==> config.mk <==
export PLATFORM = sky130hd
export DESIGN_NAME = uart_text_writer
export DESIGN_NICKNAME = d
export VERILOG_FILES = /design/src/rtl/uart_display_pkg.sv /design/src/rtl/text_byte_fifo.sv /design/src/rtl/uart_text_writer.sv
export SDC_FILE = /design/constraint.sdc
export NUM_CORES = 1
export LEC_CHECK = 0
export CELL_PAD_IN_SITES_DETAIL_PLACEMENT = 1
export CELL_PAD_IN_SITES_GLOBAL_PLACEMENT = 2
export CORE_ASPECT_RATIO = 1.75
export CORE_UTILIZATION = 42
export CTS_CLUSTER_DIAMETER = 120
export DETAILED_ROUTE_END_ITERATION = 12
export GPL_TIMING_DRIVEN = 0
export PLACE_DENSITY = 0.86
export SYNTH_ARGS = -nofsm -noshare
export SYNTH_HDL_FRONTEND = slang
export SYNTH_SLANG_ARGS = --single-unit
==> constraint.sdc <==
create_clock -name system_clock -period 6.9 [get_ports system_clock]
set_clock_uncertainty 0.2 [all_clocks]
set_input_delay 1.035 -clock system_clock [delete_from_list [all_inputs] [get_ports system_clock]]
set_output_delay 1.035 -clock system_clock [all_outputs]
set_load 0.005 [all_outputs]
==> src/rtl/uart_display_pkg.sv <==
// uart_display_pkg
// Shared definitions for the UART-to-text-RAM display path:
//   - ASCII control-code constants interpreted by the text writer
//   - bounds of the printable character range
//   - FSM state encoding of the text writer
// Optional feature macro: TEXT_WRITER_CLR_ROW_EN adds the CLEAR_ROW state.
package uart_display_pkg;

  localparam logic [7:0] CHAR_BS       = 8'h08;
  localparam logic [7:0] CHAR_LF       = 8'h0A;
  localparam logic [7:0] CHAR_FF       = 8'h0C;
  localparam logic [7:0] CHAR_CR       = 8'h0D;
  localparam logic [7:0] CHAR_SPACE    = 8'h20;
  localparam logic [7:0] CHAR_PRINT_LO = 8'h20;
  localparam logic [7:0] CHAR_PRINT_HI = 8'h7E;

`ifdef TEXT_WRITER_CLR_ROW_EN
  typedef enum logic [1:0] {ST_CLEAR, ST_IDLE, ST_CLEAR_ROW} state_t;
`else
  typedef enum logic [0:0] {ST_CLEAR, ST_IDLE} state_t;
`endif

  function automatic logic is_printable(input logic [7:0] c);
    return (c >= CHAR_PRINT_LO) && (c <= CHAR_PRINT_HI);
  endfunction

endpackage

==> src/rtl/text_byte_fifo.sv <==
// text_byte_fifo
// Small synchronous FIFO holding received bytes while the text writer is busy.
// A push while full is accepted only if a pop happens in the same cycle.
// Ports:
//   clk, rst        clock, asynchronous active-high reset (empties the FIFO)
//   push, wdata     write request and data
//   pop             read request (ignored when empty)
//   rdata           head-of-queue data (valid when !empty)
//   full, empty     status flags
module text_byte_fifo #(
  parameter int DEPTH  = 4,
  parameter int DATA_W = 8
) (
  input  logic              clk,
  input  logic              rst,
  input  logic              push,
  input  logic [DATA_W-1:0] wdata,
  input  logic              pop,
  output logic [DATA_W-1:0] rdata,
  output logic              full,
  output logic              empty
);

  localparam int PW = $clog2(DEPTH);

  logic [DATA_W-1:0] mem [DEPTH];
  // Pointers carry one extra wrap bit to tell full from empty.
  logic [PW:0]       wptr;
  logic [PW:0]       rptr;
  logic              push_ok;
  logic              pop_ok;

  assign empty   = (wptr == rptr);
  assign full    = (wptr[PW] != rptr[PW]) && (wptr[PW-1:0] == rptr[PW-1:0]);
  assign pop_ok  = pop && !empty;
  assign push_ok = push && (!full || pop_ok);
  assign rdata   = mem[rptr[PW-1:0]];

  always_ff @(posedge clk or posedge rst) begin
    if (rst) begin
      wptr <= '0;
      rptr <= '0;
    end else begin
      if (push_ok) wptr <= wptr + 1'b1;
      if (pop_ok)  rptr <= rptr + 1'b1;
    end
  end

  always_ff @(posedge clk) begin
    if (push_ok) mem[wptr[PW-1:0]] <= wdata;
  end

endmodule

==> src/rtl/uart_text_writer.sv <==
// uart_text_writer
// Converts received UART bytes into character-cell writes for the TFT text RAM
// and tracks the cursor. Printable ASCII is written at the cursor; CR, LF, BS
// and FF are control codes; every other code is dropped. A byte FIFO absorbs
// input while a screen clear is running.
// Ports:
//   system_clock, system_reset   clock, asynchronous active-high reset
//   data_received, received_flag received byte and its one-cycle valid pulse
//   wr_en, wr_addr, wr_data      registered text RAM write port
//   cursor_col, cursor_row       cursor position
//   busy                         screen (or row) clear in progress
//   overflow                     sticky: a byte was dropped on a full FIFO
// Optional feature macro: TEXT_WRITER_CLR_ROW_EN -- every row advance blanks
// the new row before further bytes are processed.
module uart_text_writer
  import uart_display_pkg::*;
#(
  parameter  int COLS       = 40,
  parameter  int ROWS       = 15,
  parameter  int FIFO_DEPTH = 4,
  localparam int ADDR_W     = $clog2(COLS * ROWS),
  localparam int CW         = $clog2(COLS),
  localparam int RW         = $clog2(ROWS)
) (
  input  logic              system_clock,
  input  logic              system_reset,
  input  logic [7:0]        data_received,
  input  logic              received_flag,
  output logic              wr_en,
  output logic [ADDR_W-1:0] wr_addr,
  output logic [7:0]        wr_data,
  output logic [CW-1:0]     cursor_col,
  output logic [RW-1:0]     cursor_row,
  output logic              busy,
  output logic              overflow
);

  localparam logic [ADDR_W-1:0] CELL_LAST = ADDR_W'(COLS * ROWS - 1);
  localparam logic [CW-1:0]     COL_LAST  = CW'(COLS - 1);
  localparam logic [RW-1:0]     ROW_LAST  = RW'(ROWS - 1);

  state_t            state;
  logic [ADDR_W-1:0] clr_cnt;
  logic [7:0]        byte_p0;
  logic              vld_p0;
  logic              fifo_full;
  logic              fifo_empty;
  logic [RW-1:0]     row_next;
  logic [CW-1:0]     col_prev;

  function automatic logic [ADDR_W-1:0] cell_addr(input logic [RW-1:0] r,
                                                  input logic [CW-1:0] c);
    return ADDR_W'(int'(r) * COLS + int'(c));
  endfunction

  // Pops are held off for the one cycle after a clear while busy drops, so the
  // first queued byte lands one cycle after busy falls.
  assign vld_p0   = (state == ST_IDLE) && !busy && !fifo_empty;
  assign row_next = (cursor_row == ROW_LAST) ? '0 : cursor_row + RW'(1);
  assign col_prev = cursor_col - CW'(1);

  text_byte_fifo #(
    .DEPTH  (FIFO_DEPTH),
    .DATA_W (8)
  ) u_fifo (
    .clk   (system_clock),
    .rst   (system_reset),
    .push  (received_flag),
    .wdata (data_received),
    .pop   (vld_p0),
    .rdata (byte_p0),
    .full  (fifo_full),
    .empty (fifo_empty)
  );

  always_ff @(posedge system_clock or posedge system_reset) begin
    if (system_reset) overflow <= 1'b0;
    else if (received_flag && fifo_full && !vld_p0) overflow <= 1'b1;
  end

  // Stage p0 (FIFO head decode) -> registered write port and cursor
  always_ff @(posedge system_clock or posedge system_reset) begin
    if (system_reset) begin
      state      <= ST_CLEAR;
      clr_cnt    <= '0;
      busy       <= 1'b1;
      wr_en      <= 1'b0;
      wr_addr    <= '0;
      wr_data    <= '0;
      cursor_col <= '0;
      cursor_row <= '0;
    end else begin
      wr_en <= 1'b0;
      case (state)
        ST_CLEAR: begin
          wr_en   <= 1'b1;
          wr_addr <= clr_cnt;
          wr_data <= CHAR_SPACE;
          if (clr_cnt == CELL_LAST) begin
            // busy stays high through the last write; IDLE lowers it.
            state      <= ST_IDLE;
            clr_cnt    <= '0;
            cursor_col <= '0;
            cursor_row <= '0;
          end else begin
            clr_cnt <= clr_cnt + ADDR_W'(1);
          end
        end

        ST_IDLE: begin
          busy <= 1'b0;
          if (vld_p0) begin
            if (is_printable(byte_p0)) begin
              wr_en   <= 1'b1;
              wr_addr <= cell_addr(cursor_row, cursor_col);
              wr_data <= byte_p0;
              if (cursor_col == COL_LAST) begin
                cursor_col <= '0;
                cursor_row <= row_next;
`ifdef TEXT_WRITER_CLR_ROW_EN
                state   <= ST_CLEAR_ROW;
                busy    <= 1'b1;
                clr_cnt <= '0;
`endif
              end else begin
                cursor_col <= cursor_col + CW'(1);
              end
            end else begin
              case (byte_p0)
                CHAR_CR: cursor_col <= '0;
                CHAR_LF: begin
                  cursor_col <= '0;
                  cursor_row <= row_next;
`ifdef TEXT_WRITER_CLR_ROW_EN
                  // The first cell of the new row is blanked right away so
                  // busy covers exactly the COLS row-clear writes.
                  wr_en   <= 1'b1;
                  wr_addr <= cell_addr(row_next, '0);
                  wr_data <= CHAR_SPACE;
                  state   <= ST_CLEAR_ROW;
                  busy    <= 1'b1;
                  clr_cnt <= ADDR_W'(1);
`endif
                end
                CHAR_BS: begin
                  if (cursor_col != '0) begin
                    cursor_col <= col_prev;
                    wr_en      <= 1'b1;
                    wr_addr    <= cell_addr(cursor_row, col_prev);
                    wr_data    <= CHAR_SPACE;
                  end
                end
                CHAR_FF: begin
                  state   <= ST_CLEAR;
                  busy    <= 1'b1;
                  clr_cnt <= '0;
                end
                default: ;
              endcase
            end
          end
        end

`ifdef TEXT_WRITER_CLR_ROW_EN
        ST_CLEAR_ROW: begin
          wr_en   <= 1'b1;
          wr_addr <= cell_addr(cursor_row, clr_cnt[CW-1:0]);
          wr_data <= CHAR_SPACE;
          if (clr_cnt[CW-1:0] == COL_LAST) begin
            state   <= ST_IDLE;
            clr_cnt <= '0;
          end else begin
            clr_cnt <= clr_cnt + ADDR_W'(1);
          end
        end
`endif

        default: state <= ST_CLEAR;
      endcase
    end
  end

endmodule
# After elaboration in Yosys (flattened, before gate mapping)
# Memory sizes are Yosys's and may differ from the RTL's.
# Index checks and enable logic that the tools add are counted.
# W data, S select, Z words.
# op_classes
eq_ne,20
mul,1
n_lt_le_gt_ge,2
n_reduce_logical,19
add_sub_neg,8
mux,44
bitwise_logic,1
# ops
cell,n
$mux W10,8
$pmux W10 S2,2
$eq A8 B4 Y1 const B,4
$mux W8,4
$mux W6,5
$mux W4,6
$pmux W6 S2,2
$pmux W8 S2,1
$mux W1,13
$add A10 B1 Y10 const B,1
$add A10 B6 Y10,1
$add A10 B7 Y10,1
$eq A10 B10 Y1 const B,1
$ne A3 B1 Y1 const B,3
$ge A8 B6 Y1 const B,1
$le A8 B7 Y1 const B,1
$logic_and A1 B1 Y1,8
$pmux W4 S2,1
$reduce_and A4 Y1,2
$mul A4 B3 Y7 const B,1
$add A3 B1 Y3 const B,2
$add A6 B1 Y6 const B,1
$eq A6 B6 Y1 const B,1
$reduce_and A3 Y1,2
other kinds (17),23
# word_totals
inputBits,11
ramBits,32
n_memories,1
register_bits,48
output_inout_bits,31
# mem_list
name,depth,word_bits,read_ports,rd_ports_with_merged_regs,wr,line_no,rtl
u_fifo.mem,4,8,1,0,1,text_byte_fifo.sv:26,logic [DATA_W-1:0] mem [DEPTH];

# Depth between registers and ports, before layout
# Gate-level depths: netlist of run 1.
# logic_depth
depth_word,8
ltp_mapped,11
mapped_depth_nobuf,11

# Hierarchy
# Synthesis of run 1 repeated with hierarchy kept, for this count alone.
# unflattened
hier_cells,387
hier_area_um2,4535.6
# by_module_without_submodules
module,instances,area_each_um2,cells_per_inst
uart_text_writer,1,2884.0,309
text_byte_fifo,1,1651.6,78

# Worst setup path before layout of run 1
# OpenSTA, ideal clock, no wires.
# synth_path
path_kind,register -> register
start,register cursor_col[2]
end,register wr_addr[7]
synth_period_minus_slack_ns,2.729
setup_time_ns,0.126
stages_incl_launch_ff,11
n_path_buf,1
slack_ns,4.171
arrival_ns,2.403
path_cell_list,dfrtp_1 -> clkbuf_1 -> nor3_1 -> xnor2_1 -> ha_1 -> fa_1 -> a21o_1 -> o211ai_1 -> xor2_1 -> nor2_1 -> a221o_1
# synth_via
elab_chain_cells,7
elab_cells_between_ends,11
cone_classes,3 x add/sub; 1 x eq/ne; 5 x mux; 2 x reduce/logical
# synth_lines
element,line_no,rtl
"start, declared",uart_text_writer.sv:32,"output logic [CW-1:0] cursor_col,"
"start signal, assigned",uart_text_writer.sv:126,cursor_col <= cursor_col + CW'(1);
"start signal, assigned",uart_text_writer.sv:147,cursor_col <= col_prev;
$sub A6 B1 Y6,uart_text_writer.sv:60,assign col_prev = cursor_col - CW'(1);
$add A10 B6 Y10,uart_text_writer.sv:53,return ADDR_W'(int'(r) * COLS + int'(c));
$mux W10,uart_text_writer.sv:146,if (cursor_col != '0) begin
$mux W10,uart_text_writer.sv:129,case (byte_p0)
$mux W10,uart_text_writer.sv:113,if (is_printable(byte_p0)) begin
$mux W10,uart_text_writer.sv:112,if (vld_p0) begin
$pmux W10 S2,uart_text_writer.sv:94,case (state)
"end signal, assigned",uart_text_writer.sv:97,wr_addr <= clr_cnt;
"end signal, assigned",uart_text_writer.sv:115,"wr_addr <= cell_addr(cursor_row, cursor_col);"
"end signal, assigned",uart_text_writer.sv:149,"wr_addr <= cell_addr(cursor_row, col_prev);"
"end, declared",uart_text_writer.sv:30,"output logic [ADDR_W-1:0] wr_addr,"
# Parallel ways exist; a longest one is shown, timed or not. The select of a mux whose other input is x is not followed.
# A chain may end at the register's enable or synchronous reset.

# Final worst setup path of run 1
# layout_path
start,register u_fifo.rptr[0]
end,register clr_cnt[6]
# layout_via
elab_chain_cells,5
elab_cells_between_ends,12
cone_classes,2 x order compare; 5 x eq/ne; 4 x reduce/logical; 1 x memory
# layout_lines
element,line_no,rtl
"start, declared",text_byte_fifo.sv:29,logic [PW:0] rptr;
"start signal, assigned",text_byte_fifo.sv:45,if (pop_ok) rptr <= rptr + 1'b1;
$mem_v2 Z4 W8 or $eq A3 B3 Y1 (tied branches),n/a,
"$ge A8 B6 Y1, or another cell as far along",uart_display_pkg.sv:24,return (c >= CHAR_PRINT_LO) && (c <= CHAR_PRINT_HI);
"$logic_and A1 B1 Y1, on equally long branches","uart_display_pkg.sv:24, uart_text_writer.sv:58",
$ne A2 B2 Y1 (no source line) or $ne A2 B1 Y1 (tied branches),n/a,
$reduce_and A3 Y1 (no source line) (*),n/a,
"end signal, assigned",uart_text_writer.sv:106,clr_cnt <= clr_cnt + ADDR_W'(1);
"end, declared",uart_text_writer.sv:43,logic [ADDR_W-1:0] clr_cnt;
# Every way passes the cells marked *; elsewhere a longest branch is shown, timed or not.

==> results_dict.tcl, run 1 <==
set metrics [dict create \
    status "completed" \
    reg2reg_setup_slack_ns 3.74 \
    syn_area_sq_um 4220 \
    grtUsageTotal 0.2214 \
    drc 0 \
    clk_path_buf_depth 2 \
    maxCapViolations 0 \
    seq_area_frac_synth 0.5126 \
    setup_tns_ns 0 \
    root_buffer "clkbuf_16" \
    cts_buffers 9 \
    finalWeightedCongestion 0.8295 \
    clk_latency_ns 0.34 \
    arrival_ns 3.16 \
    overflow 0 \
    via_per_inst 5.703 \
    critPathRequiredTime_ns 6.91 \
    htree_levels 3 \
    synthArstFlopShare 0.6000 \
    dieWidth_um 77.78 \
    syn_avg_cell_area_sq_um 11.76 \
    drv_slew 0 \
    diodes 0 \
    power_leakage_nw 2.081 \
    critical_path.startpoint "u_fifo.rptr[0]" \
    antenna_found_initial 0 \
    timing.final.crit_share 0.4575 \
    routed_wl_um 10480 \
    cts_tree "built" \
    placed_area_sq_um 4807 \
    cp-end-kind "flop" \
    syn_nets 394 \
    synth_area_leaders "dfrtp_1, edfxtp_1, ha_1, o21ai_0, xnor2_1" \
    wl_per_cell_um 19.34 \
    regToRegStartpoint "u_fifo.rptr[0]" \
    worstRegToRegCells 8 \
    io_buffers 41 \
    final_area_sq_um 5127 \
    ys_ff_latch 80 \
    core_sq_um 9789 \
    p_per_area_nw_per_um2 241.9 \
    fin_crit_ns 3.157 \
    drt_pass1_iterations 4 \
    area_growth_pct 21.49 \
    cts_hold_buf 0 \
    netlist.area_leader.share 0.2787 \
    ctsResizeCount 0 \
    tightest_slew_ns 0.5751 \
    rsz0062_at_grt "false" \
    rows 48 \
    clk_pin_slew_ns 0.06 \
    ys.flop_type "dfrtp_1" \
    grt_pass1_vias 3399 \
    worst-setup-path-type "reg2reg" \
    ir_drop_mv 0.2356 \
    startpoint_type "flop" \
    drtAntennaViolNets 0 \
    relSlewSlack 0.6152 \
    min_to "overflow" \
    top_level_ports 42 \
    dieArea_sq_um 10470 \
    cp_max_fo 10 \
    post-synth-top-area-cell "dfrtp_1" \
    setup_viol 0 \
    syn_inst 359 \
    drive_above_1_share 0.1103 \
    via_count 3091 \
    nets 447 \
    min_from "overflow" \
    r2r-end "clr_cnt[6]" \
    start_util 0.4311 \
    ys_types 59 \
    max_freq_ghz 0.3167 \
    initialDrtViolationCount 146 \
    synth-edff-count 32 \
    grt_pass1_wl_um 17290 \
    grt_max_degree 32 \
    dp_hpwl_um 7916 \
    yosysWarnings 0 \
    min_path_type "reg2reg" \
    hold_depth 1 \
    cts_setup_buffers 0 \
    hold_violations 0 \
    chipHeight_um 134.6 \
    clkSinkCount 80 \
]
-- worst max-delay path by stage --
| stage | end | slack (ns) | cells past startpoint |
|---|---|---|---|
| 5_1_grt | clr_cnt[4] | 3.47 | 8 |
| 6_report | clr_cnt[6] | 3.74 | 8 |
| 3_5_place_dp | clr_cnt[6] | 3.69 | 8 |
| 4_1_cts | clr_cnt[6] | 3.67 | 8 |
| 2_1_floorplan | wr_addr[7] | 4.17 | 10 |
| 3_3_place_gp | cursor_row[2] | 3.46 | 2 |
-- stage by stage --
step / worst slack (ns) / std cells / hold WS, ns / power [mW] / util
6_report: 3.743 / 542 / 0.2819 / 1.240 / 0.5238
5_1_grt: 3.473 / 542 / 0.3128 / 1.290 / 0.5238
4_1_cts: 3.670 / 542 / 0.2974 / 1.257 / 0.5238
3_5_place_dp: 3.689 / 526 / 0.2839 / 0.7390 / 0.4911
3_3_place_gp: 3.463 / 525 / 0.2787 / 0.7248 / 0.4890
2_1_floorplan: 4.171 / 359 / 0.2602 / 0.6787 / -
-- worst max-delay path, cell delays in order, from the launching register on --
cell and delay, ns:
dfrtp_1 0.38, buf_6 0.19, mux4_1 0.64, nor4_2 0.39
nand2_1 0.21, nor4b_4 0.40, nor2_1 0.24, o21ai_0 0.23
o21ai_0 0.13
-- cell usage in the layout (no fill, tap or decap), drive strengths merged, types with 3 or more instances in the layout --
cell type,count
a21o,7
a21oi,18
a221o,4
a22o,7
a31oi,5
a32o,3
and2,3
and3,10
buf,6
clkbuf,15
clkdlybuf4s50,41
clkinvlp,3
dfrtp,47
edfxtp,32
fa,3
ha,21
inv,19
mux4,8
nand2,25
nand2b,3
nand3,10
nand4,6
nor2,26
nor3,3
o211ai,3
o21a,4
o21ai,31
o22ai,6
xnor2,14
xor2,6
-- state kept, by name, indices dropped and copies added, names as in the netlist, 3 cells and up --
| register | cells |
|---|---|
| wr_addr | 10 |
| clr_cnt | 10 |
| u_fifo.rptr | 3 |
| u_fifo.mem | 32 |
| cursor_col | 6 |
| u_fifo.wptr | 3 |
| wr_data | 8 |
| cursor_row | 4 |
-- synth_stat cells (2+ instances only) --
master / n
clkbuf_1: 6
xnor2_1: 14
nor2_1: 25
xor2_1: 6
nand2_1: 25
o21ai_2: 5
mux4_2: 4
buf_6: 2
o22ai_1: 6
a32o_1: 3
mux2_2: 2
a21o_1: 7
nand2b_1: 3
a21oi_1: 17
o211ai_1: 3
a31oi_1: 4
nand3_1: 10
and3_1: 10
a22oi_1: 2
o21a_1: 3
edfxtp_1: 32
o21ai_0: 25
mux4_1: 4
nor2b_1: 2
and2_1: 3
dfrtp_1: 47
buf_2: 3
nand4_1: 6
nor3_1: 3
inv_1: 17
ha_1: 21
a221o_1: 4
fa_1: 3
a22o_1: 7
-- per-layer routing --
layer,vias up,global-route usage,share of wire
li1,1453,-,-
met1,1563,0.2188,0.38
met2,57,0.4336,0.57
met3,18,0.04527,0.027
met4,0,0.09434,0.024
met5,-,0,0
-- kinds of logic (layout without fill, tap and decap cells) --
group	after synthesis	after routing	share of synthesized area
adder cells (fa/ha/maj)	24	24	0.07649
flip-flops	80	80	0.5126
buffers and inverters	29	87	0.03024
AND/OR/NAND/NOR	95	95	0.1171
multiplexers	11	11	0.05396
AO/OA/AOI/OAI	100	100	0.1681
XOR/XNOR	20	20	0.04151
-- power breakdown --
part | switching, mW | leakage (nW) | internal, mW | total, mW
Sequential | 0.0214 | 0.914 | 0.548 | 0.570
Clock | 0.196 | 0.148 | 0.317 | 0.513
Combinational | 0.0997 | 1.02 | 0.0578 | 0.157
Total | 0.318 | 2.08 | 0.923 | 1.24
-- cell type report --
cell class | count | area, sq um
clock inverter | 7 | 95.09
multi-input combinational | 250 | 1929
clock buffer | 9 | 225.2
buffer | 11 | 60.06
sequential | 80 | 2163
tap | 125 | 156.4
timing repair buffer | 42 | 430.4
fill | 1012 | 4662
inverter | 18 | 67.56
No activity file was read; power rests on OpenSTA's default activity.
==> run 2: changes to the inputs <==
- CORE_UTILIZATION: 42 -> 35
- PLACE_DENSITY: 0.86 -> 0.76
- clock period: 6.9 -> 2.6 ns (I/O delays scaled with it)
==> results_dict.tcl, run 2 (synthesis results as in run 1) <==
set metrics [dict create \
    status "finished, violations left" \
    violations "setup timing" \
    dieWidth_um 85.01 \
    max_freq_ghz 0.3565 \
    cpLargestDelayFamily "compound AO/OA/AOI/OAI gates" \
    drt_pass1_iterations 4 \
    n_fill_cell 1225 \
    worst-setup-path-type "reg2reg" \
    io_buffers 41 \
    power_leakage_nw 2.308 \
    regToRegStartpoint "u_fifo.rptr[0]" \
    grtUsageTotal 0.1966 \
    drive_above_1_share 0.2656 \
    finalCoreUtilization 0.4881 \
    via_count 3188 \
    chipHeight_um 147.3 \
    top_level_ports 42 \
    crit_buf_inv 3 \
    crit_path_frequent_cell "buf_8" \
    p_per_area_nw_per_um2 581.3 \
    finalWeightedCongestion 0.8171 \
    fin_hold_ws_ns 0.2643 \
    wl_per_cell_um 19.60 \
    setup_viol 41 \
    fin_ws_ns -0.2050 \
    nets 478 \
    initialDrtViolationCount 145 \
    clk_pin_slew_ns 0.06 \
    cts_tree "built" \
    rows 52 \
    critical_path.startpoint "u_fifo.rptr[0]" \
    cts_buffers 9 \
    layout_commonest_cell "dfrtp_1" \
    tightest_slew_ns 0.7474 \
    cp_max_fo 7 \
    area_growth_pct 34.69 \
    hold_violations 0 \
    start_util 0.3624 \
    maxCapViolations 0 \
    ir_drop_mv 0.4807 \
    cts_hold_buf 0 \
    max_stage_delay_ns 0.56 \
    cp-end-kind "flop" \
    grt_pass1_wl_um 18490 \
    grt_max_degree 27 \
    clk_path_buf_depth 2 \
    relSlewSlack 0.5017 \
    critPathRequiredTime_ns 2.62 \
    dieArea_sq_um 12520 \
    diodes 0 \
    setup_tns_ns -4.828 \
    clkSinkCount 80 \
    startpoint_type "flop" \
    via_per_inst 5.468 \
    core_sq_um 11650 \
    critPathSlowestCell "mux4_2" \
    largest_reg_flops 32 \
    overflow 0 \
    rsz0062_at_grt "true" \
    drv_slew 0 \
    drtAntennaViolNets 0 \
    routed_wl_um 11430 \
    dp_hpwl_um 8007 \
    fin_crit_ns 2.805 \
    power_mw 3.304 \
    grt_pass1_vias 3459 \
    path_cells "buf_8 > mux4_2 > buf_6 > o21ba_4 > o21a_4 > buf_8 > o21ai_4 > a21oi_2 > a221o_1" \
    timing.final.crit_share 1.079 \
    root_buffer "clkbuf_16" \
    arrival_ns 2.83 \
    final_cell_mix "dfrtp_1, clkdlybuf4s50_1, edfxtp_1" \
    htree_levels 3 \
    clk_latency_ns 0.34 \
    antenna_found_initial 0 \
    drc 0 \
    min_path_type "in2async" \
]
## run 2: timing repair
item | CTS | global route
gates cloned | 3 | 1
endpoints found under the setup margin | 39 | 41
pin swaps | 34 | 20
setup buffers | 19 | 9
resized for setup | 74 | 20
## run 2: cell type report
class	instances	area, sq um	share of cell area
Clock inverter	6	61.31	0.01079
Timing Repair Buffer	73	749.5	0.1319
Multi-Input combinational cell	251	2165	0.3808
Sequential cell	80	2168	0.3815
Clock buffer	10	229.0	0.04028
Buffer	10	72.57	0.01277
Inverter	18	70.07	0.01233
Tap cell	135	168.9	0.02972
## run 2: metal layers
| metal | routed length (um) | GRT usage |
|---|---|---|
| met5 | 0 | 0 |
| met4 | 234 | 0.07542 |
| met2 | 6600 | 0.3790 |
| met3 | 256 | 0.03090 |
| met1 | 4334 | 0.2085 |
## run 2: stage by stage
stage / cell area (sq um) / cells / worst slack, ns
after floorplan: 4228 / 359 / -0.01501
after global placement: 4807 / 535 / -0.4263
after detailed placement: 4835 / 536 / -0.4744
after CTS: 5517 / 573 / -0.1882
after global routing: 5684 / 583 / -0.3178
final: 5684 / 583 / -0.2050
## run 2: path summary, 6_finish.rpt
kind                                       end  slack, ns  depth (start not counted)
min in group system_clock           wr_addr[7]       0.32                          1
worst min register to register      wr_addr[7]       0.32                          1
max in group asynchronous                 busy       1.32                          3
worst max register to register      wr_addr[3]      -0.21                          9
worst min-delay path            u_fifo.wptr[0]       0.26                          2
worst max-delay path                wr_addr[3]      -0.21                          9
## run 2: where the power goes
| part | switching, mW | total (mW) | leakage, nW | internal [mW] |
|---|---|---|---|---|
| sequential | 0.0578 | 1.51 | 0.908 | 1.46 |
| combinational | 0.312 | 0.543 | 1.26 | 0.231 |
| clock | 0.508 | 1.25 | 0.144 | 0.741 |
==> run 3: changes to the inputs <==
- CORE_MARGIN: not set -> 4
==> results_dict.tcl, run 3 (synthesis results as in run 1) <==
set metrics [dict create \
    critical_path.startpoint "u_fifo.rptr[0]" \
    via_per_inst 5.528 \
    wl_per_cell_um 19.86 \
    clk_pin_slew_ns 0.06 \
    arrival_ns 2.87 \
    hold_violations 0 \
    cp_max_fo 10 \
    core_sq_um 11710 \
    clk_latency_ns 0.35 \
    maxCapViolations 0 \
    rows 52 \
    setup_viol 41 \
    layout_commonest_cell "dfrtp_1" \
    min_path_type "in2async" \
    drtAntennaViolNets 0 \
    worst-setup-path-type "reg2reg" \
    status "finished, violations left" \
    diodes 0 \
    fin_crit_ns 2.836 \
    max_freq_ghz 0.3526 \
    htree_levels 3 \
    timing.final.crit_share 1.091 \
    rsz0062_at_grt "true" \
    cts_tree "built" \
    regToRegStartpoint "u_fifo.rptr[0]" \
    grt_pass1_vias 3638 \
    grtUsageTotal 0.1773 \
    drive_above_1_share 0.2612 \
    drc 0 \
    drv_slew 0 \
    nets 478 \
    cts_hold_buf 0 \
    root_buffer "clkbuf_16" \
    start_util 0.3604 \
    area_growth_pct 33.65 \
    endpoint "wr_addr[6]" \
    violations "setup timing" \
    power_leakage_nw 2.300 \
    p_per_area_nw_per_um2 581.9 \
    ir_drop_mv 0.4965 \
    antenna_found_initial 0 \
    startpoint_type "flop" \
    clk_path_buf_depth 2 \
    clkSinkCount 80 \
    largest_reg_flops 32 \
    r2r-end "wr_addr[6]" \
    placed_area_sq_um 4827 \
    cp-end-kind "flop" \
    io_buffers 41 \
    finalWeightedCongestion 0.8127 \
    dieWidth_um 91.01 \
    relSlewSlack 0.5030 \
    chipHeight_um 153.3 \
    critPathRequiredTime_ns 2.63 \
    final_cell_mix "dfrtp_1, clkdlybuf4s50_1, edfxtp_1" \
    tightest_slew_ns 0.7455 \
    fin_cells 583 \
    grt_pass1_wl_um 19240 \
    placed_cells 536 \
    top_level_ports 42 \
    reg2reg_setup_slack_ns -0.24 \
    via_count 3223 \
    grt_max_degree 30 \
    final_area_sq_um 5640 \
    cts_buffers 9 \
    dieArea_sq_um 13950 \
    worstRegToRegCells 8 \
    overflow 0 \
    routed_wl_um 11580 \
    dp_hpwl_um 7979 \
    drt_pass1_iterations 4 \
    initialDrtViolationCount 138 \
    fin_ws_ns -0.2363 \
]
run 3: cell types whose count changed in the layout (fill, tap and decap cells not counted), moves of 2 or more:
cell      change
clkbuf_1      +2
clkinv_4      -2
buf_12        +2
buf_4         +4
nor2_1        +2
nor2_2        -2
buf_6         -3
run 3: worst min-delay path by stage:
stage	startpoint	endpoint	slack, ns
2_1_floorplan	overflow	overflow	0.26
3_3_place_gp	overflow	overflow	0.28
3_5_place_dp	overflow	overflow	0.28
4_1_cts	system_reset	clr_cnt[5]	0.19
5_1_grt	system_reset	clr_cnt[5]	0.22
6_report	system_reset	state	0.18
run 3: power breakdown:
group	switching, mW	internal, mW
registers	0.0533	1.46
logic	0.298	0.201
clock network	0.506	0.770
run 3: critical path, cell delays in order, from the launching register on:
cell and delay (ns):
dfrtp_2 0.44, buf_8 0.15, mux4_2 0.58, o21ba_4 0.28, o21a_4 0.15, buf_4 0.19, o21ai_4 0.32, nor2_1 0.13
a221o_1 0.28
run 3: area by class of cell:
| type | count | area [sq um] |
|---|---|---|
| fill | 1240 | 6071 |
| sequential | 80 | 2170 |
| multi-input combinational | 251 | 2151 |
| timing repair buffer | 73 | 725.7 |
| clock buffer | 13 | 250.2 |
| tap | 135 | 168.9 |
| inverter | 18 | 70.07 |
| buffer | 10 | 62.56 |
| clock inverter | 3 | 42.54 |
run 3: layer usage:
metal	routed length [um]	track usage	vias to the layer above
li1	-	-	1511
met1	4440	0.1872	1632
met2	6404	0.3282	59
met3	409	0.04427	21
met4	324	0.07554	0
met5	0	0	-
run 3: repair_timing:
action | 4_1_cts | 5_1_grt
buffers inserted | 26 | 3
pin swaps | 35 | 17
endpoints found under the setup margin | 40 | 41
gates resized for setup | 66 | 21
gates cloned | 3 | 0
run 3: through the flow:
| step | power [mW] | utilization | setup slack, ns | setup TNS [ns] | hold slack, ns |
|---|---|---|---|---|---|
| floorplan | 1.804 | - | -0.01501 | -0.01501 | 0.2602 |
| global placement | 1.932 | 0.4105 | -0.4143 | -22.04 | 0.2777 |
| detailed placement | 1.957 | 0.4122 | -0.4920 | -13.98 | 0.2846 |
| CTS | 3.318 | 0.4754 | -0.2310 | -6.301 | 0.1868 |
| global route | 3.439 | 0.4816 | -0.3429 | -11.30 | 0.2177 |
| finish | 3.282 | 0.4816 | -0.2363 | -6.453 | 0.1761 |
==> RTL change, RTL diff (flow settings as in run 1) <==
Put one more register stage on the output `overflow`, cleared by the reset. The value now appears one clock later. The other outputs are not delayed to match.
--- a/src/rtl/uart_text_writer.sv
+++ b/src/rtl/uart_text_writer.sv
@@ -41,2 +41,4 @@
 
+  logic overflow_s0;
+
   state_t            state;
@@ -76,4 +78,4 @@
   always_ff @(posedge system_clock or posedge system_reset) begin
-    if (system_reset) overflow <= 1'b0;
-    else if (received_flag && fifo_full && !vld_p0) overflow <= 1'b1;
+    if (system_reset) overflow_s0 <= 1'b0;
+    else if (received_flag && fifo_full && !vld_p0) overflow_s0 <= 1'b1;
   end
@@ -182,2 +184,10 @@
 
+  always_ff @(posedge system_clock or posedge system_reset) begin
+    if (system_reset) begin
+      overflow <= '0;
+    end else begin
+      overflow <= overflow_s0;
+    end
+  end
+
 endmodule
Function: changed (Yosys sat finds a counterexample within 10 cycles, from zero or initial values and one cycle with system_reset high).
==> RTL change against run 1 <==
Sequential cell count increased by 1; setup slack better by 0.037 ns; power up 3.8%; wire length up 6.0%; design area is 2.6% higher; synthesized area grew 2.6%; maximum frequency up 1.2%; largest cell class unchanged.
==> RTL change: results (changes against run 1) <==
[cts]
cts_resized=0  ; unchanged
clockBufferDepth=2  ; unchanged
clkSlewWorstSetupHoldPaths_ns=0.07
clk_latency_ns=0.34  ; about the same
root_buffer=clkbuf_16
cts_inserted_buffers=9  ; unchanged

[yosys]
ys_types=66  ; +12%
synth_common_cells=dfrtp_1, edfxtp_1, nand2_1
yosysWarnings=0  ; unchanged
avgSynthCellArea_um2=11.7  ; -0.71%
ys_seq_area_share_pct=50.5  ; -0.73 points
async_flop_share_pct=60.5  ; +0.49 points
synth_edf_count=32  ; unchanged
synth.area.top_cells=dfrtp_1, edfxtp_1, ha_1, mux4_2, xnor2_1
syn_nets=406  ; +3.0%
synth_ff_type=dfrtp_1

[final_layout]
layout-drive-gt1-share_pct=10.7  ; -0.31 points
largest_reg_flops=32  ; unchanged
final_cell_count_no_fill=554  ; +2.2%
nets=459  ; +2.7%

[routing]
antenna_left=0  ; unchanged
via_per_inst=5.69  ; -0.24%
drtIter0Drc=151  ; +3.4%
wl_um=11100  ; +6.0%
firstDrtPassIters=4  ; unchanged

[grt]
antenna_found_initial=0  ; unchanged
grt_use_total_pct=23.1  ; +0.93 points
grt_pass1_wl_um=18300  ; +5.8%
grt_max_degree=29  ; -9.4%
grt_pass1_vias=3491  ; +2.7%

[pwr]
vdd_drop_max_uv=173  ; -27%
leakage_uw=0.00215  ; +3.1%

[worst_setup_path]
crit_arrival_ns=3.15  ; about the same
cp_max_fo=10  ; unchanged

[place]
placed_cells_incl_taps=538  ; +2.3%
gp_congestion=0.869  ; +4.7%
dp_hpwl_um=8230  ; +4.0%

[outcome]
outcome=finished clean

[sta]
relSlewSlack_pct=44.0  ; -17 points

==> RTL change: cell count changes in the layout (fill, tap and decap cells not counted), moves of 5 or more <==
cell	before	now
o21ai_2	5	0
a21oi_1	17	7
nor2_1	25	19
nand3_1	10	21
o31ai_1	0	5
and3_1	10	5
o21ai_0	25	20
==> RTL change: power by group <==
group	total [µW]	internal [µW]	switching [µW]	leakage [µW]
sequential	579	557	21.6	0.000924
combinational	160	61.5	98.2	0.00105
clock	549	353	195	0.000166
==> RTL change: layout make-up <==
class / instances / area, µm²
repair buffers: 42 / 430
fillers: 1064 / 4710
flip-flops and latches: 81 / 2190
well taps: 125 / 156
clock inverters: 7 / 116
multi-input cells: 259 / 2000
inverters: 15 / 56.3
clock buffers: 9 / 225
plain buffers: 16 / 88.8
==> RTL change: final timing paths <==
check	start	to	slack [ns]	cells after the start
max in group asynchronous	system_reset	busy	5.04	3
worst min register to register	overflow_s0	overflow	0.19	0
min in group asynchronous	system_reset	u_fifo.wptr[1]	0.86	2
worst max-delay path	clr_cnt[4]	cursor_row[3]	3.78	5
worst min-delay path	overflow_s0	overflow	0.19	0
worst max register to register	clr_cnt[4]	cursor_row[3]	3.78	5
==> RTL change: per-layer routing <==
layer	vias up	GRT usage, %	wire, µm
met5	-	0	0
met4	0	9.16	206
met3	12	3.49	320
met2	60	44.3	6410
met1	1583	24.5	4180
li1	1497	-	-
==> RTL change: logic make-up (layout without fill, tap and decap cells) <==
group	count (synthesis)	count (layout)	synth area share [%]
DFF	81	81	50.5
AOI/OAI and AO/OA	87	87	14.2
muxes	16	16	6.10
xor gates and xnor gates	21	21	4.25
buffers and inverters	31	89	3.35
adders and majority gates	24	24	7.45
and+or+nand+nor	111	111	14.1
==> RTL change: critical path: stages, from the launching register on <==
cell and delay [ns]:
dfrtp_1 0.45, nor4bb_1 0.34, nand4_1 0.37, o21ai_1 0.78, o21ai_0 0.47, o41ai_1 0.41
==> RTL change: stage by stage <==
stage | hold slack, ns | setup slack, ns | total power (µW) | cell area [µm²]
after floorplan | 0.155 | 4.24 | 692 | 4330
after global placement | 0.163 | 3.39 | 739 | 4900
after detailed placement | 0.168 | 3.72 | 751 | 4920
after CTS | 0.189 | 3.67 | 1300 | 5260
after global routing | 0.199 | 3.35 | 1340 | 5260
final | 0.188 | 3.78 | 1290 | 5260
